**config.mk**
```make
export PLATFORM = sky130hd
export DESIGN_NAME = fsm_calibration
export DESIGN_NICKNAME = d
export VERILOG_FILES = /design/src/rtl/fsm_calibration_pkg.sv /design/src/rtl/fsm_calibration_sync_edge.sv /design/src/rtl/fsm_calibration.sv
export SDC_FILE = /design/constraint.sdc
export NUM_CORES = 1
export LEC_CHECK = 0
export ABC_CLOCK_PERIOD_IN_PS = 5200
export BUFFER_PORTS_ARGS = -buffer_cell sky130_fd_sc_hd__buf_2
export CELL_PAD_IN_SITES_DETAIL_PLACEMENT = 1
export CELL_PAD_IN_SITES_GLOBAL_PLACEMENT = 2
export CORE_MARGIN = 2
export CORE_UTILIZATION = 35
export DETAILED_ROUTE_END_ITERATION = 8
export GPL_TIMING_DRIVEN = 0
export HOLD_SLACK_MARGIN = 0.02
export PLACE_DENSITY_LB_ADDON = 0.2
export SYNTH_ARGS = -nofsm -noshare
export SYNTH_HDL_FRONTEND = slang
export SYNTH_SLANG_ARGS = --single-unit
export TNS_END_PERCENT = 20
```
**constraint.sdc**
```tcl
create_clock -name clock -period 5.2 [get_ports clock]
set_input_delay 1.3 -clock clock [delete_from_list [all_inputs] [get_ports clock]]
set_output_delay 1.3 -clock clock [all_outputs]
set_load 0.02 [all_outputs]
```
**src/rtl/fsm_calibration_pkg.sv**
```systemverilog
// Shared types and default timing for the calibration sequencer.
// Defaults assume a 400 MHz clock.
package fsm_calibration_pkg;

  typedef enum logic [2:0] {
    IDLE,
    WAIT_FG,
    FG_WAIT,
    WAIT_PH,
    SHIFT,
    FIRE,
    NEXT
  } state_t;

  localparam int unsigned DEF_FG_DELAY_CYCLES   = 800000;
  localparam int unsigned DEF_PHASE_STEP_CYCLES = 8;
  localparam int unsigned DEF_PHASE_STEPS       = 60;
  localparam int unsigned DEF_PULSE_CYCLES      = 40;
  localparam int unsigned DEF_SYNC_STAGES       = 2;

  // Bits needed to hold 0..max_val, never less than one.
  function automatic int unsigned width_for(input int unsigned max_val);
    return (max_val < 1) ? 1 : $clog2(max_val + 1);
  endfunction

endpackage

```
**src/rtl/fsm_calibration_sync_edge.sv**
```systemverilog
// Multi-flop synchronizer for one asynchronous input.
// Provides the synchronized level and a one-clock rising-edge pulse.
module sync_edge #(
  parameter int unsigned SYNC_STAGES = 2
) (
  input  logic clock,
  input  logic reset,
  input  logic async_in,
  output logic level,
  output logic rise
);

  logic [SYNC_STAGES-1:0] stage_reg;
  logic                   prev_reg;

  always_ff @(posedge clock) begin
    if (reset) begin
      stage_reg <= '0;
      prev_reg  <= 1'b0;
    end else begin
      stage_reg <= {stage_reg[SYNC_STAGES-2:0], async_in};
      prev_reg  <= stage_reg[SYNC_STAGES-1];
    end
  end

  assign level = stage_reg[SYNC_STAGES-1];
  assign rise  = stage_reg[SYNC_STAGES-1] & ~prev_reg;

endmodule

```
**src/rtl/fsm_calibration.sv**
```systemverilog
// Calibration sequencer: per fast-gate cycle, waits out the gate delay, locks to
// a phase edge and fires one trigger whose delay from that edge sweeps per shot.
module fsm_calibration
  import fsm_calibration_pkg::*;
#(
  parameter int unsigned FG_DELAY_CYCLES   = DEF_FG_DELAY_CYCLES,
  parameter int unsigned PHASE_STEP_CYCLES = DEF_PHASE_STEP_CYCLES,
  parameter int unsigned PHASE_STEPS       = DEF_PHASE_STEPS,
  parameter int unsigned PULSE_CYCLES      = DEF_PULSE_CYCLES,
  parameter int unsigned SYNC_STAGES       = DEF_SYNC_STAGES
) (
  input  logic clock,
  input  logic reset,
  input  logic start_signal,
  input  logic fg_signal,
  input  logic phase_signal,
  output logic output_trigger
);

  localparam int unsigned MAX_SHIFT = (PHASE_STEPS - 1) * PHASE_STEP_CYCLES;
  localparam int unsigned CNT_MAX0  = (FG_DELAY_CYCLES > PULSE_CYCLES) ? FG_DELAY_CYCLES : PULSE_CYCLES;
  localparam int unsigned CNT_MAX   = (CNT_MAX0 > MAX_SHIFT) ? CNT_MAX0 : MAX_SHIFT;
  localparam int unsigned CNT_W     = width_for(CNT_MAX);
  localparam int unsigned SHIFT_W   = width_for(MAX_SHIFT);
  localparam int unsigned STEP_W    = width_for(PHASE_STEPS - 1);

  localparam logic [CNT_W-1:0]  FG_LAST    = CNT_W'(FG_DELAY_CYCLES - 1);
  localparam logic [CNT_W-1:0]  PULSE_LAST = CNT_W'(PULSE_CYCLES - 1);
  localparam logic [STEP_W-1:0] STEP_LAST  = STEP_W'(PHASE_STEPS - 1);

  logic start_sync, start_rise_unused;
  logic fg_level_unused, fg_rise;
  logic phase_level_unused, phase_rise;

  sync_edge #(.SYNC_STAGES(SYNC_STAGES)) u_sync_start (
    .clock(clock), .reset(reset), .async_in(start_signal),
    .level(start_sync), .rise(start_rise_unused)
  );
  sync_edge #(.SYNC_STAGES(SYNC_STAGES)) u_sync_fg (
    .clock(clock), .reset(reset), .async_in(fg_signal),
    .level(fg_level_unused), .rise(fg_rise)
  );
  sync_edge #(.SYNC_STAGES(SYNC_STAGES)) u_sync_phase (
    .clock(clock), .reset(reset), .async_in(phase_signal),
    .level(phase_level_unused), .rise(phase_rise)
  );

  state_t              state_reg, state_next;
  logic [CNT_W-1:0]    cnt_reg, cnt_next;
  logic [SHIFT_W-1:0]  shift_reg, shift_next;
  logic [STEP_W-1:0]   step_idx_reg, step_idx_next;
  logic                trigger_reg;

  always_ff @(posedge clock) begin
    if (reset) begin
      state_reg    <= IDLE;
      cnt_reg      <= '0;
      shift_reg    <= '0;
      step_idx_reg <= '0;
      trigger_reg  <= 1'b0;
    end else begin
      state_reg    <= state_next;
      cnt_reg      <= cnt_next;
      shift_reg    <= shift_next;
      step_idx_reg <= step_idx_next;
      // Registered from the next state so the first high clock lands 1+shift after the edge.
      trigger_reg  <= (state_next == FIRE);
    end
  end

  always_comb begin
    state_next    = state_reg;
    cnt_next      = cnt_reg;
    shift_next    = shift_reg;
    step_idx_next = step_idx_reg;
    case (state_reg)
      IDLE: begin
        step_idx_next = '0;
        if (start_sync) state_next = WAIT_FG;
      end
      WAIT_FG: begin
        if (!start_sync) begin
          state_next = IDLE;
        end else if (fg_rise) begin
          state_next = FG_WAIT;
          cnt_next   = '0;
        end
      end
      FG_WAIT: begin
        if (!start_sync) begin
          state_next = IDLE;
        end else if (cnt_reg == FG_LAST) begin
          state_next = WAIT_PH;
          cnt_next   = '0;
        end else begin
          cnt_next = cnt_reg + CNT_W'(1);
        end
      end
      WAIT_PH: begin
        if (!start_sync) begin
          state_next = IDLE;
        end else if (phase_rise) begin
          state_next = SHIFT;
          cnt_next   = '0;
          shift_next = SHIFT_W'(step_idx_reg) * SHIFT_W'(PHASE_STEP_CYCLES);
        end
      end
      // SHIFT and FIRE deliberately ignore start so a pulse is never cut short.
      SHIFT: begin
        if (cnt_reg == CNT_W'(shift_reg)) begin
          state_next = FIRE;
          cnt_next   = '0;
        end else begin
          cnt_next = cnt_reg + CNT_W'(1);
        end
      end
      FIRE: begin
        if (cnt_reg == PULSE_LAST) begin
          state_next = NEXT;
          cnt_next   = '0;
        end else begin
          cnt_next = cnt_reg + CNT_W'(1);
        end
      end
      NEXT: begin
        step_idx_next = (step_idx_reg == STEP_LAST) ? '0 : step_idx_reg + STEP_W'(1);
        state_next    = start_sync ? WAIT_FG : IDLE;
      end
      default: state_next = IDLE;
    endcase
  end

  assign output_trigger = trigger_reg;

endmodule

```
==> results.txt, run 1 <==
The flow ran to the end, and the final reports show no timing, DRC or antenna violations. In this run, synthesis produced a sequential element count of 44. The logs give 1855 for the number of global-route vias before repair and 746 for the count of filler cells inserted in the layout.

When the netlist entered floorplanning its net count stood at 266. At the later pin of the worst-skew pair, clock insertion delay measures 300 ps. Of the total power, combinational logic draws 2.8%.

After clock tree synthesis, the clock-pin slew on the worst setup and hold paths is 90 ps. Global-route wire length before repair: 9.49 mm. STA puts the critical path data required time at 5400 ps. The critical path goes through buf_2 -> nor2b_1 -> o211ai_1 -> clkbuf_1 -> a2111oi_0 -> xnor2_1 -> nor2_2. The number of clock buffers added by TritonCTS is 5.

The largest area contributor in the synthesized netlist is dfxtp_1. The repair_antennas step left the layout with diodes totalling 0. The post-detailed-placement half-perimeter wirelength is 4.01 mm, and the post-synthesis async set-or-reset flop share is 0%.

From left edge to right edge, the die measures 85.1 um. At the worst endpoint, the arrival time is 2470 ps. The buffer depth of the longest clock path came out at 2. Dividing the synthesized area by the synthesized cell count gives 8.91 um2.

The element type at the critical path end was a flop. The fraction of power spent switching nets was 23.4%; the core box area was 0.00635 mm2. For this run, the leading register cell type out of synthesis is dfxtp_1. IR analysis of the VDD net gives a maximum drop of 0.105 mV. For the finished layout, the period the worst path requires is 2270 ps. The register area share after synthesis is 38.3%. Entering global routing, the biggest net connects 15 pins. Setup violations remaining at the end of the flow were counted as 0. The critical path startpoint is state_reg[1]$_SDFF_PP0_.

For this design, the slowest cell found on the critical path is a2111oi_0. In this run the count of I/O pins placed on the die edge is 6. For the tightest slew margin relative to the limit, the log shows 26.1%. TritonCTS built the clock tree.

STA classifies the critical path startpoint as a flop. The final-report hold violation count is 0, and the post-route standard cell area excluding fillers is 0.00251 mm2. The number of max-capacitance violations reported is 0, and the post-synthesis cell type count is 55. Sequential cells account for 57.6% of the total power. Measured on the finished design, the core utilization comes to 39.6%. Setup repair after global routing left no endpoint under its margin. The logs give 0 for the buffer count from post-CTS setup fixing and 29 for the floorplan row count.

The overall global routing resource usage came out at 16.6%. The routed layout has 1844 vias. The slew at the pin closest to its max-slew limit was 1100 ps; the standard cell area after detailed placement was 0.00242 mm2. The most common library cell in the layout ignoring fill and taps is dfxtp_1. In this run the remaining antenna-violating nets after routing total 0. Yosys mapped a number of flops with a built-in enable equal to 0. For this configuration, the core starts out at a cell density of 36.2%.

Total of warnings raised by yosys: 0. Derived from the worst setup path, the maximum achievable clock frequency is 0.441 GHz. By area the synthesized netlist is led by dfxtp_1, xnor2_1, nor2b_1.

For this design the static power due to leakage is 0.808 nW. Compared with the post-synthesis result, the final layout area differs by 9.30%. The tools report the initial antenna violation count as 0. The most critical setup path has its endpoint at cnt_reg[16]$_SDFFE_PP0P_. Before antenna repair, the detailed router went through 4 iterations. Measured in cells, the most critical reg-to-reg path has a length of 7. Clock tree synthesis selected as its root buffer the cell clkbuf_8. In this run the critical register-to-register path is launched from state_reg[1]$_SDFF_PP0_. In this run the critical register-to-register path is captured at cnt_reg[16]$_SDFFE_PP0P_.

In the routed design, unresolved DRC markers number 0. Power spread over the standard cell area amounts to 236 mW/mm2. Of the cells placed in the final design, the portion with a size suffix greater than 1 is 14.1%. Hold-fix buffer count after cts: 0.

The routed length per placed instance was 16.1 um. The vertical die dimension works out to 85.1 um. The die covers 0.00724 mm2. At the end of routability-driven placement, the weighted congestion stood at 0.786. The setup check on the worst reg-to-reg path leaves a slack of 2930 ps. In the layout the commonest cells are dfxtp_1, xnor2_1, nor2_1, nand2_1, nor2b_1. The setup path with the least slack is of type flop to flop. The logs give 0 for the count of cells resized by post-cts repair and 2 for the maximum level of the CTS H-tree. The register with the most flip-flops in the layout has 20 of them.

Total count of max-transition violations in the final report: 0. Clock tree synthesis found a total of 44 sinks. The tools report the worst setup slack after layout as 2930 ps. The run gives 0 as the global-route congestion overflow total. The count of input and output buffers works out to 4. After layout, the worst path uses 43.6% of the clock period. The tools report the clock share of power as 39.5%. The post-place setup slack is 2940 ps, and the internal power summed over all cells is 0.000454 W. Of all nets on the critical path, the largest fanout is 10. The run gives 0 ps as the setup TNS after final layout.

Via density per instance: 5.31. The area share of the largest cell type after synthesis is 38.3%. In this run the worst hold path is classified as flop to flop. The net count of the finished layout is 277. On the worst path, the slowest cell contributes a delay of 550 ps. The detailed router finished its first iteration with 57 violations.

The netlist area before placement was 0.00230 mm2. The maximum clock skew at final layout was 7.87 ps. The net switching power of the design was 0.000138 W; the total wire length after detailed routing was 5.58 mm.

The run gives 258 as the number of instances in the synthesized netlist.
[power by group through the flow]
| stage | combinational [W] | sequential, W | clock, W |
|---|---|---|---|
| 3_3_place_gp | 0.0000168 | 0.000349 | 0 |
| 3_5_place_dp | 0.0000170 | 0.000349 | 0 |
| 2_1_floorplan | 0.0000120 | 0.000348 | 0 |
| 6_report | 0.0000168 | 0.000341 | 0.000234 |
| 5_1_grt | 0.0000186 | 0.000342 | 0.000257 |
| 4_1_cts | 0.0000170 | 0.000341 | 0.000244 |
[stage by stage]
| step | std cells | hold slack [ps] | power (W) |
|---|---|---|---|
| detailed placement | 339 | 427 | 0.000366 |
| CTS | 347 | 448 | 0.000602 |
| floorplan | 258 | 414 | 0.000360 |
| global route | 347 | 471 | 0.000618 |
| global placement | 339 | 418 | 0.000366 |
| finish | 347 | 446 | 0.000592 |
[worst min path at each step]
stage / from / to / cells after the start
2_1_floorplan: u_sync_fg.stage_reg[0]$_SDFF_PP0_ / u_sync_fg.stage_reg[1]$_SDFF_PP0_ / 1
3_3_place_gp: u_sync_phase.stage_reg[0]$_SDFF_PP0_ / u_sync_phase.stage_reg[1]$_SDFF_PP0_ / 1
3_5_place_dp: u_sync_start.stage_reg[0]$_SDFF_PP0_ / u_sync_start.stage_reg[1]$_SDFF_PP0_ / 1
4_1_cts: u_sync_start.stage_reg[0]$_SDFF_PP0_ / u_sync_start.stage_reg[1]$_SDFF_PP0_ / 1
5_1_grt: u_sync_phase.stage_reg[0]$_SDFF_PP0_ / u_sync_phase.stage_reg[1]$_SDFF_PP0_ / 1
6_report: u_sync_start.stage_reg[0]$_SDFF_PP0_ / u_sync_start.stage_reg[1]$_SDFF_PP0_ / 1
[Yosys cell counts (3+ instances only)]
master and n:
a2111oi_0 5, clkbuf_1 5, xnor2_1 25, nor3_1 9
nor2_2 8, nand4_1 6, dfxtp_1 44, ha_1 3
nor2_1 22, inv_1 6, nor4_1 4, buf_6 3
nor2b_1 15, a21oi_1 9, and4_1 3, o21ai_0 6
nand3_1 12, mux2i_1 6, nand2_1 18
[metal layers]
layer  track usage [%]  vias up  part of all wire [%]
met2              24.4       26                    41
met3              3.21       13                   2.7
li1                  -      939                     -
met5                 0        -                     0
met1              24.7      866                    55
met4              4.76        0                   1.6
[worst max-delay path, delay by kind of cell (launching register included)]
family / cells / cell delay [ps]
XOR/XNOR: 1 / 200
buffers and inverters: 2 / 490
AO/OA/AOI/OAI: 2 / 730
flip-flops: 1 / 370
AND/OR/NAND/NOR: 2 / 370
[layout make-up]
cell class                 instances  area [um2]  area share (%)
multi-input combinational        194        1280            51.0
sequential                        44         881            35.0
buffer                            14         114            4.53
tap                               77        96.3            3.83
clock buffer                       6        82.6            3.29
inverter                           6        22.5           0.896
timing repair buffer               4        20.0           0.796
clock inverter                     2        15.0           0.597
[logic make-up after synthesis]
logic type	count (synthesis)	synth area share, %
adder cells (fa/ha/maj)	3	1.63
XOR/XNOR	26	9.90
multiplexers	6	2.61
AO/OA/AOI/OAI	40	12.4
buffers and inverters	20	5.93
AND/OR/NAND/NOR	119	29.3
flip-flops	44	38.3
Power figures use the tool's default switching activity.
==> run 2: changes to the inputs <==
ABC_CLOCK_PERIOD_IN_PS = 2000   (was 5200)
clock period = 2 ns   (was 5.2 ns; I/O delays follow)
==> results.txt, run 2 (synthesized netlist as in run 1, its figures left out) <==
The global-route congestion overflow total was 0 (unchanged); the total wire length after detailed routing was 5.62 mm (+0.88%). The tightest slew margin relative to the limit came out at 53.9% (+28 points). The via density per instance works out to 5.26 (-0.96%).

Most repeated library cell on the critical path: or4_4. The logs give -2720 ps (-2720 ps) for the setup TNS after final layout and 0.00724 mm2 (unchanged) for the full die area. Flip-flop count of the largest register, all copies and words added: 20 (unchanged). The run gives 300 ps (about the same) as the clock network latency to the later pin of the worst-skew pair.

The total number of vias was 1842 (-0.11%). The count of placed standard cells in the final layout, fillers left out is 350 (+0.86%), and the overall global routing resource usage is 17.2% (+0.63 points). The logs give 2 (unchanged) for the maximum level of the CTS H-tree and 0.00166 W (+180%) for the sum of internal, switching and leakage power. The register clock-pin slew on the reported worst setup and hold paths was 80 ps (about the same).

The post-detailed-placement half-perimeter wirelength was 4.04 mm (+0.52%); the power density relative to cell area was 620 mW/mm2 (+160%). The tools report the buffer depth of the longest clock path as 2 (unchanged). The global-route wire length before repair was 9.85 mm (+3.8%); the required time of the critical path was 2190 ps (-3210 ps). The delay of the slowest cell on the worst path came out at 550 ps (about the same).

The slowest stage cell on the critical path was or4_4. For the count of TritonRoute iterations in the first routing pass, the log shows 4 (unchanged). The count of cells along the worst register-to-register path was 6 (-1); the number of clock sinks was 44 (unchanged). The number of max-capacitance violations reported was 0 (unchanged). The library cells used most frequently in the layout, excluding fill and tap cells, are dfxtp_1, xnor2_1, nor2_1, nand2_1, nor2b_1. Setup repair after global routing could not meet its margin everywhere. The initial standard-cell utilization of the core is 36.2% (unchanged), and the count of filler cells inserted in the layout is 715 (-4.2%).

The initial antenna violation count was 0 (unchanged); the data arrival time at the worst-slack endpoint was 2340 ps (-130 ps). The destination of the worst hold path is u_sync_start.stage_reg[0]$_SDFF_PP0_. Reg-to-reg critical path startpoint: cnt_reg[15]$_SDFFE_PP0P_. Traced cell by cell, the critical path runs through or4_4 -> or4_4 -> o31ai_4 -> a41o_2 -> buf_8 -> nor2_1. Leaving out fill and tap cells, the most frequent cell in the layout is dfxtp_1.

TritonCTS buffer count: 5 (unchanged). The worst hold path begins at start_signal. The floorplan row count came out at 29 (unchanged).

The biggest fanout along the worst timing path works out to 10 (unchanged). The buffering stage count on the worst path with inverters included is 1 (-1). The antenna cell count came out at 0 (unchanged).

The logs give 21 (+21) for the final number of setup-violating endpoints and 83 (+46%) for the number of DRC markers in iteration 0. The run finished, with violations left. The maximum clock skew at final layout was 8.96 ps (+1.10 ps).

The post-synthesis to final-layout area growth is 16.7%. In this run the worst hold path is classified as input pin to flop. The count of nets left with antenna violations after detail routing is 0 (unchanged). The final-report hold violation count came out at 0 (unchanged). The total count of max-transition violations in the final report was 0 (unchanged); the register-to-register path setup slack was -150 ps (-3080 ps). The proportion of layout cells with a drive suffix above 1 is 21.2% (+7.2 points), and the post-route standard cell area excluding fillers is 0.00268 mm2 (+6.8%). For the final cell utilization of the core, the log shows 42.3% (+2.7 points). The endpoint identified for the worst register-to-register timing path is cnt_reg[9]$_SDFFE_PP0P_. The post-detailed-route DRC marker count came out at 0 (unchanged). The die width came out at 85.1 um (unchanged). The slew at the pin closest to its max-slew limit was 687 ps (-413 ps).

The vertical die dimension came out at 85.1 um (unchanged). The post-route fraction of the period consumed by the critical path was 108% (+64 points); the maximum frequency from static timing analysis was 0.465 GHz (+5.4%). The kind of cell adding the most delay to the critical path is simple AND/OR/NAND/NOR gates.

The logs give 0.852 nW (+5.5%) for the static leakage and 339 (unchanged) for the count of placed standard cells including taps. The critical path starts at cnt_reg[15]$_SDFFE_PP0P_. TritonCTS built the clock tree.

The count of input and output buffers is 4 (unchanged). For the post-layout net count, the log shows 280 (+1.1%). For the number of I/O pins, the log shows 6 (unchanged).

The tools report the worst IR drop on VDD as 0.488 mV (+370%). The number of global-route vias before repair is 1940 (+4.6%), and the standard cell area after detailed placement is 0.00242 mm2 (about the same). Core box area: 0.00635 mm2 (unchanged). The time the worst path needs with I/O delays and setup was 2150 ps (-116 ps).

The worst hold path stage count was 2 (+1); the cell depth of the worst setup path was 6 (-1). The weighted congestion at the end of routability-driven global placement came out at 0.812 (+3.3%). The root buffer cell chosen for the clock tree is clkbuf_8. Worst setup slack after layout: -150 ps (-3080 ps). Type of the setup path with the least slack: flop to flop. Routed length per placed instance: 16.1 um (about the same). The checks that failed: negative setup slack. The worst setup path is captured at a flop.

Category of the worst setup path launch point: a flop. The maximum number of pins on one net before global-route repair came out at 15 (unchanged).
## run 2: cell count changes in the layout (fill, tap and decap cells not counted), moves of 2 or more
cell | before | now
a2111oi_0 | 5 | 0
a2111oi_2 | 0 | 5
buf_4 | 2 | 4
clkbuf_1 | 5 | 3
clkbuf_2 | 0 | 2
clkinvlp_4 | 2 | 0
dfxtp_1 | 44 | 42
dfxtp_2 | 0 | 2
nor2_4 | 0 | 2
## run 2: what timing repair did
action                                  in CTS  in global routing
cloned                                       1                  0
hold buffers                                 0                  0
pin swaps                                   17                  5
resized for setup                           20                 16
endpoints found under the setup margin      22                 26
setup buffers                                4                  0
## run 2: worst max-delay path by stage
stage | end | slack [ps]
4_1_cts | cnt_reg[3]$_SDFFE_PP0P_ | -220
3_5_place_dp | cnt_reg[16]$_SDFFE_PP0P_ | -310
5_1_grt | cnt_reg[18]$_SDFFE_PP0P_ | -220
6_report | cnt_reg[9]$_SDFFE_PP0P_ | -150
2_1_floorplan | cnt_reg[15]$_SDFFE_PP0P_ | -80
3_3_place_gp | cnt_reg[16]$_SDFFE_PP0P_ | -310
## run 2: area by class of cell
cell class	instances	area (um2)	share of cell area [%]
timing repair buffer	8	57.6	2.14
sequential	44	883	32.9
buffer	13	109	4.06
tap	77	96.3	3.59
multi-input combinational	194	1390	51.9
clock buffer	6	82.6	3.08
inverter	6	22.5	0.839
clock inverter	2	38.8	1.45
## run 2: through the flow
| stage | worst slack (ps) | hold WS (ps) |
|---|---|---|
| after floorplan | -80.4 | 414 |
| after global placement | -313 | 417 |
| after detailed placement | -306 | 436 |
| after CTS | -221 | 398 |
| after global routing | -225 | 421 |
| final | -150 | 410 |
## run 2: routing by layer
metal  vias to the layer above  share of wire [%]  global-route usage (%)
met5                         -                  0                       0
met4                         0               0.98                    5.19
met3                         4                1.9                    3.40
met2                        13                 44                    25.9
met1                       882                 53                    24.9
li1                        943                  -                       -
## run 2: report_power, final
group | internal, W | switching (W)
sequential | 0.000882 | 0.00000473
clock | 0.000409 | 0.000319
combinational | 0.0000197 | 0.0000285
total | 0.00131 | 0.000353
==> run 3: changes to the inputs <==
CELL_PAD_IN_SITES_DETAIL_PLACEMENT = unset   (was 1)
CELL_PAD_IN_SITES_GLOBAL_PLACEMENT = unset   (was 2)
CORE_ASPECT_RATIO = 2   (was unset)
==> results.txt, run 3 (synthesized netlist as in run 1, its figures left out) <==
The clock root buffer is clkbuf_16. The total count of max-transition violations in the final report was 0 (unchanged); the number of max-capacitance violations reported was 0 (unchanged). The logs give 0.000380 W (+7.8%) for the net switching power of the design and 9.25 mm (-6.1%) for the global-route wire length before repair. The full die area is 0.00727 mm2 (+0.54%). The number of I/O pins is 6 (unchanged), and the final number of setup-violating endpoints is 20 (-4.8%). The tools report the maximum number of pins on one net before global-route repair as 14 (-1).

For the count of nets left with antenna violations after detail routing, the log shows 0 (unchanged). The clock share of power was 47.2% (+3.4 points); the buffer depth of the longest clock path was 2 (unchanged). The logs give 2350 ps (about the same) for the data arrival time at the worst-slack endpoint and 54.9% (+1.0 points) for the tightest slew margin relative to the limit. The tools report the maximum frequency from static timing analysis as 0.460 GHz (-1.1%). The post-layout net count came out at 280 (unchanged). Internal power summed over all cells: 0.00141 W (+7.3%).

For the met2 wire length, the log shows 3.20 mm (+30%). Number of global-route vias before repair: 1915 (-1.3%). The logs give 9.63 ps (+0.670 ps) for the maximum clock skew at final layout and 17.1% (-0.16 points) for the overall global routing resource usage. The tools report the combinational share of power as 3.1% (+0.2 points). The proportion of layout cells with a drive suffix above 1 was 20.5% (-0.73 points). Type of the worst min-delay path: input pin to flop.

The critical path is of the flop to flop type. The die width is 61.3 um (-28%). Maximum level of the CTS H-tree: 2 (unchanged).

The antenna cell count is 0 (unchanged). The TritonCTS buffer count is 5 (unchanged). The weighted congestion at the end of routability-driven global placement is 0.832 (+2.4%). Element type at the critical path end: a flop.

Top layer reached by signal wires: met4. The biggest fanout along the worst timing path is 5 (-5), and the post-detailed-route DRC marker count is 0 (unchanged). The checks that failed: negative setup slack. The logs give 81 (-2.4%) for the number of DRC markers in iteration 0 and 2.06 mm (-31%) for the met1 layer wirelength in the final routing.

Routed length on met3: 123 um (+17%). The fraction of power spent switching nets was 21.3% (+0.070 points). The routed length per placed instance was 15.5 um (-3.6%); the count of placed standard cells in the final layout, fillers left out was 359 (+2.6%). The count of placed standard cells including taps is 348 (+2.7%), and the vertical die dimension is 119 um (+39%). For the count of TritonRoute iterations in the first routing pass, the log shows 4 (unchanged).

TritonCTS built the clock tree. The run gives 4.09 mm (+1.5%) as the post-detailed-placement half-perimeter wirelength. The run gives 290 ps (about the same) as the clock network latency to the later pin of the worst-skew pair.

Count of input and output buffers: 4 (unchanged). Slew at the pin closest to its max-slew limit: 672 ps (-15.5 ps). The total number of vias came out at 1884 (+2.3%). The flip-flop count of the largest register, all copies and words added is 20 (unchanged), and the total wire length after detailed routing is 5.56 mm (-1.1%). The power density relative to cell area works out to 650 mW/mm2 (+4.8%). The library cell used most frequently in the layout, excluding fill and tap cells, is dfxtp_1. In the layout the commonest cells are dfxtp_1, xnor2_1, nor2_1, nand2_1, nor2b_1. Post-route fraction of the period consumed by the critical path: 109% (+1.2 points).

The tools report the initial standard-cell utilization of the core as 36.4% (+0.23 points). The final-report hold violation count was 0 (unchanged); the setup TNS after final layout was -2870 ps (-151 ps). The worst setup path is launched from a flop.

The run gives 2180 ps (about the same) as the required time of the critical path. The tools report the register-to-register path setup slack as -170 ps (-20 ps). The tools report the worst setup slack after layout as -175 ps (-24.6 ps). Setup repair after global routing could not meet its margin everywhere. The via density per instance was 5.25 (-0.28%); the worst IR drop on VDD was 0.314 mV (-36%).

The flow ran to the end, but the final reports show violations. The tools report the core box area as 0.00631 mm2 (-0.63%). The share of power burned in registers was 49.7% (-3.6 points); the floorplan row count was 41 (+41%).

The time the worst path needs with I/O delays and setup works out to 2170 ps (+24.6 ps). The final cell utilization of the core was 43.6% (+1.3 points). The post-synthesis to final-layout area growth was 19.6%; the register clock-pin slew on the reported worst setup and hold paths was 60 ps (-20 ps). The run gives 44 (unchanged) as the number of clock sinks.

The run gives 0 (unchanged) as the initial antenna violation count. The static leakage was 0.885 nW (+3.8%); the global-route congestion overflow total was 0 (unchanged).
==> run 3: worst max-delay path, cell delays in order (launching register included) <==
cell and delay (ps):
dfxtp_2 330, or4_4 550, nand4bb_1 240, o311ai_1 400, a41o_4 340, clkbuf_16 170, nor2_2 40
==> run 3: area by class of cell <==
type,count,area [um2]
Inverter,6,22.5
Buffer,14,125
Sequential cell,44,883
Clock inverter,1,7.51
Multi-Input combinational cell,194,1400
Tap cell,86,108
Fill cell,638,3560
Timing Repair Buffer,7,63.8
Clock buffer,7,143
==> run 3: final timing paths <==
kind                                                      startpoint                                    to  depth (start not counted)
worst min-delay path                                    phase_signal  u_sync_phase.stage_reg[0]$_SDFF_PP0_                          2
worst min register to register  u_sync_phase.stage_reg[0]$_SDFF_PP0_  u_sync_phase.stage_reg[1]$_SDFF_PP0_                          1
worst max register to register              cnt_reg[15]$_SDFFE_PP0P_               cnt_reg[2]$_SDFFE_PP0P_                          6
worst max-delay path                        cnt_reg[15]$_SDFFE_PP0P_               cnt_reg[2]$_SDFFE_PP0P_                          6
==> run 3: power by group through the flow <==
stage	registers, W	clock network [W]	logic, W
4_1_cts	0.000888	0.000862	0.0000458
5_1_grt	0.000888	0.000898	0.0000601
6_report	0.000888	0.000844	0.0000556
2_1_floorplan	0.000906	0	0.0000311
3_3_place_gp	0.000908	0	0.0000427
3_5_place_dp	0.000907	0	0.0000430
==> run 3: repair_timing <==
| action | CTS | global route |
|---|---|---|
| gates resized for setup | 12 | 22 |
| endpoints found under the setup margin | 22 | 27 |
| gates cloned | 0 | 2 |
| hold endpoints to repair | 0 | 0 |
| hold buffers | 0 | 0 |
| pin swaps | 10 | 4 |
| setup buffers | 0 | 1 |
==> run 3: stage by stage <==
stage / area [um2] / total power, W / setup WS, ps / hold slack (ps)
after floorplan: 2300 / 0.000937 / -80.4 / 414
after global placement: 2430 / 0.000950 / -299 / 416
after detailed placement: 2430 / 0.000950 / -273 / 422
after CTS: 2620 / 0.00180 / -194 / 413
after global routing: 2750 / 0.00185 / -205 / 426
final: 2750 / 0.00179 / -175 / 417
==> run 3: per-layer routing <==
layer | GRT usage [%] | vias to the layer above
met3 | 3.39 | 15
met4 | 8.42 | 0
li1 | - | 939
met1 | 18.0 | 897
met2 | 30.1 | 33
met5 | 0 | -
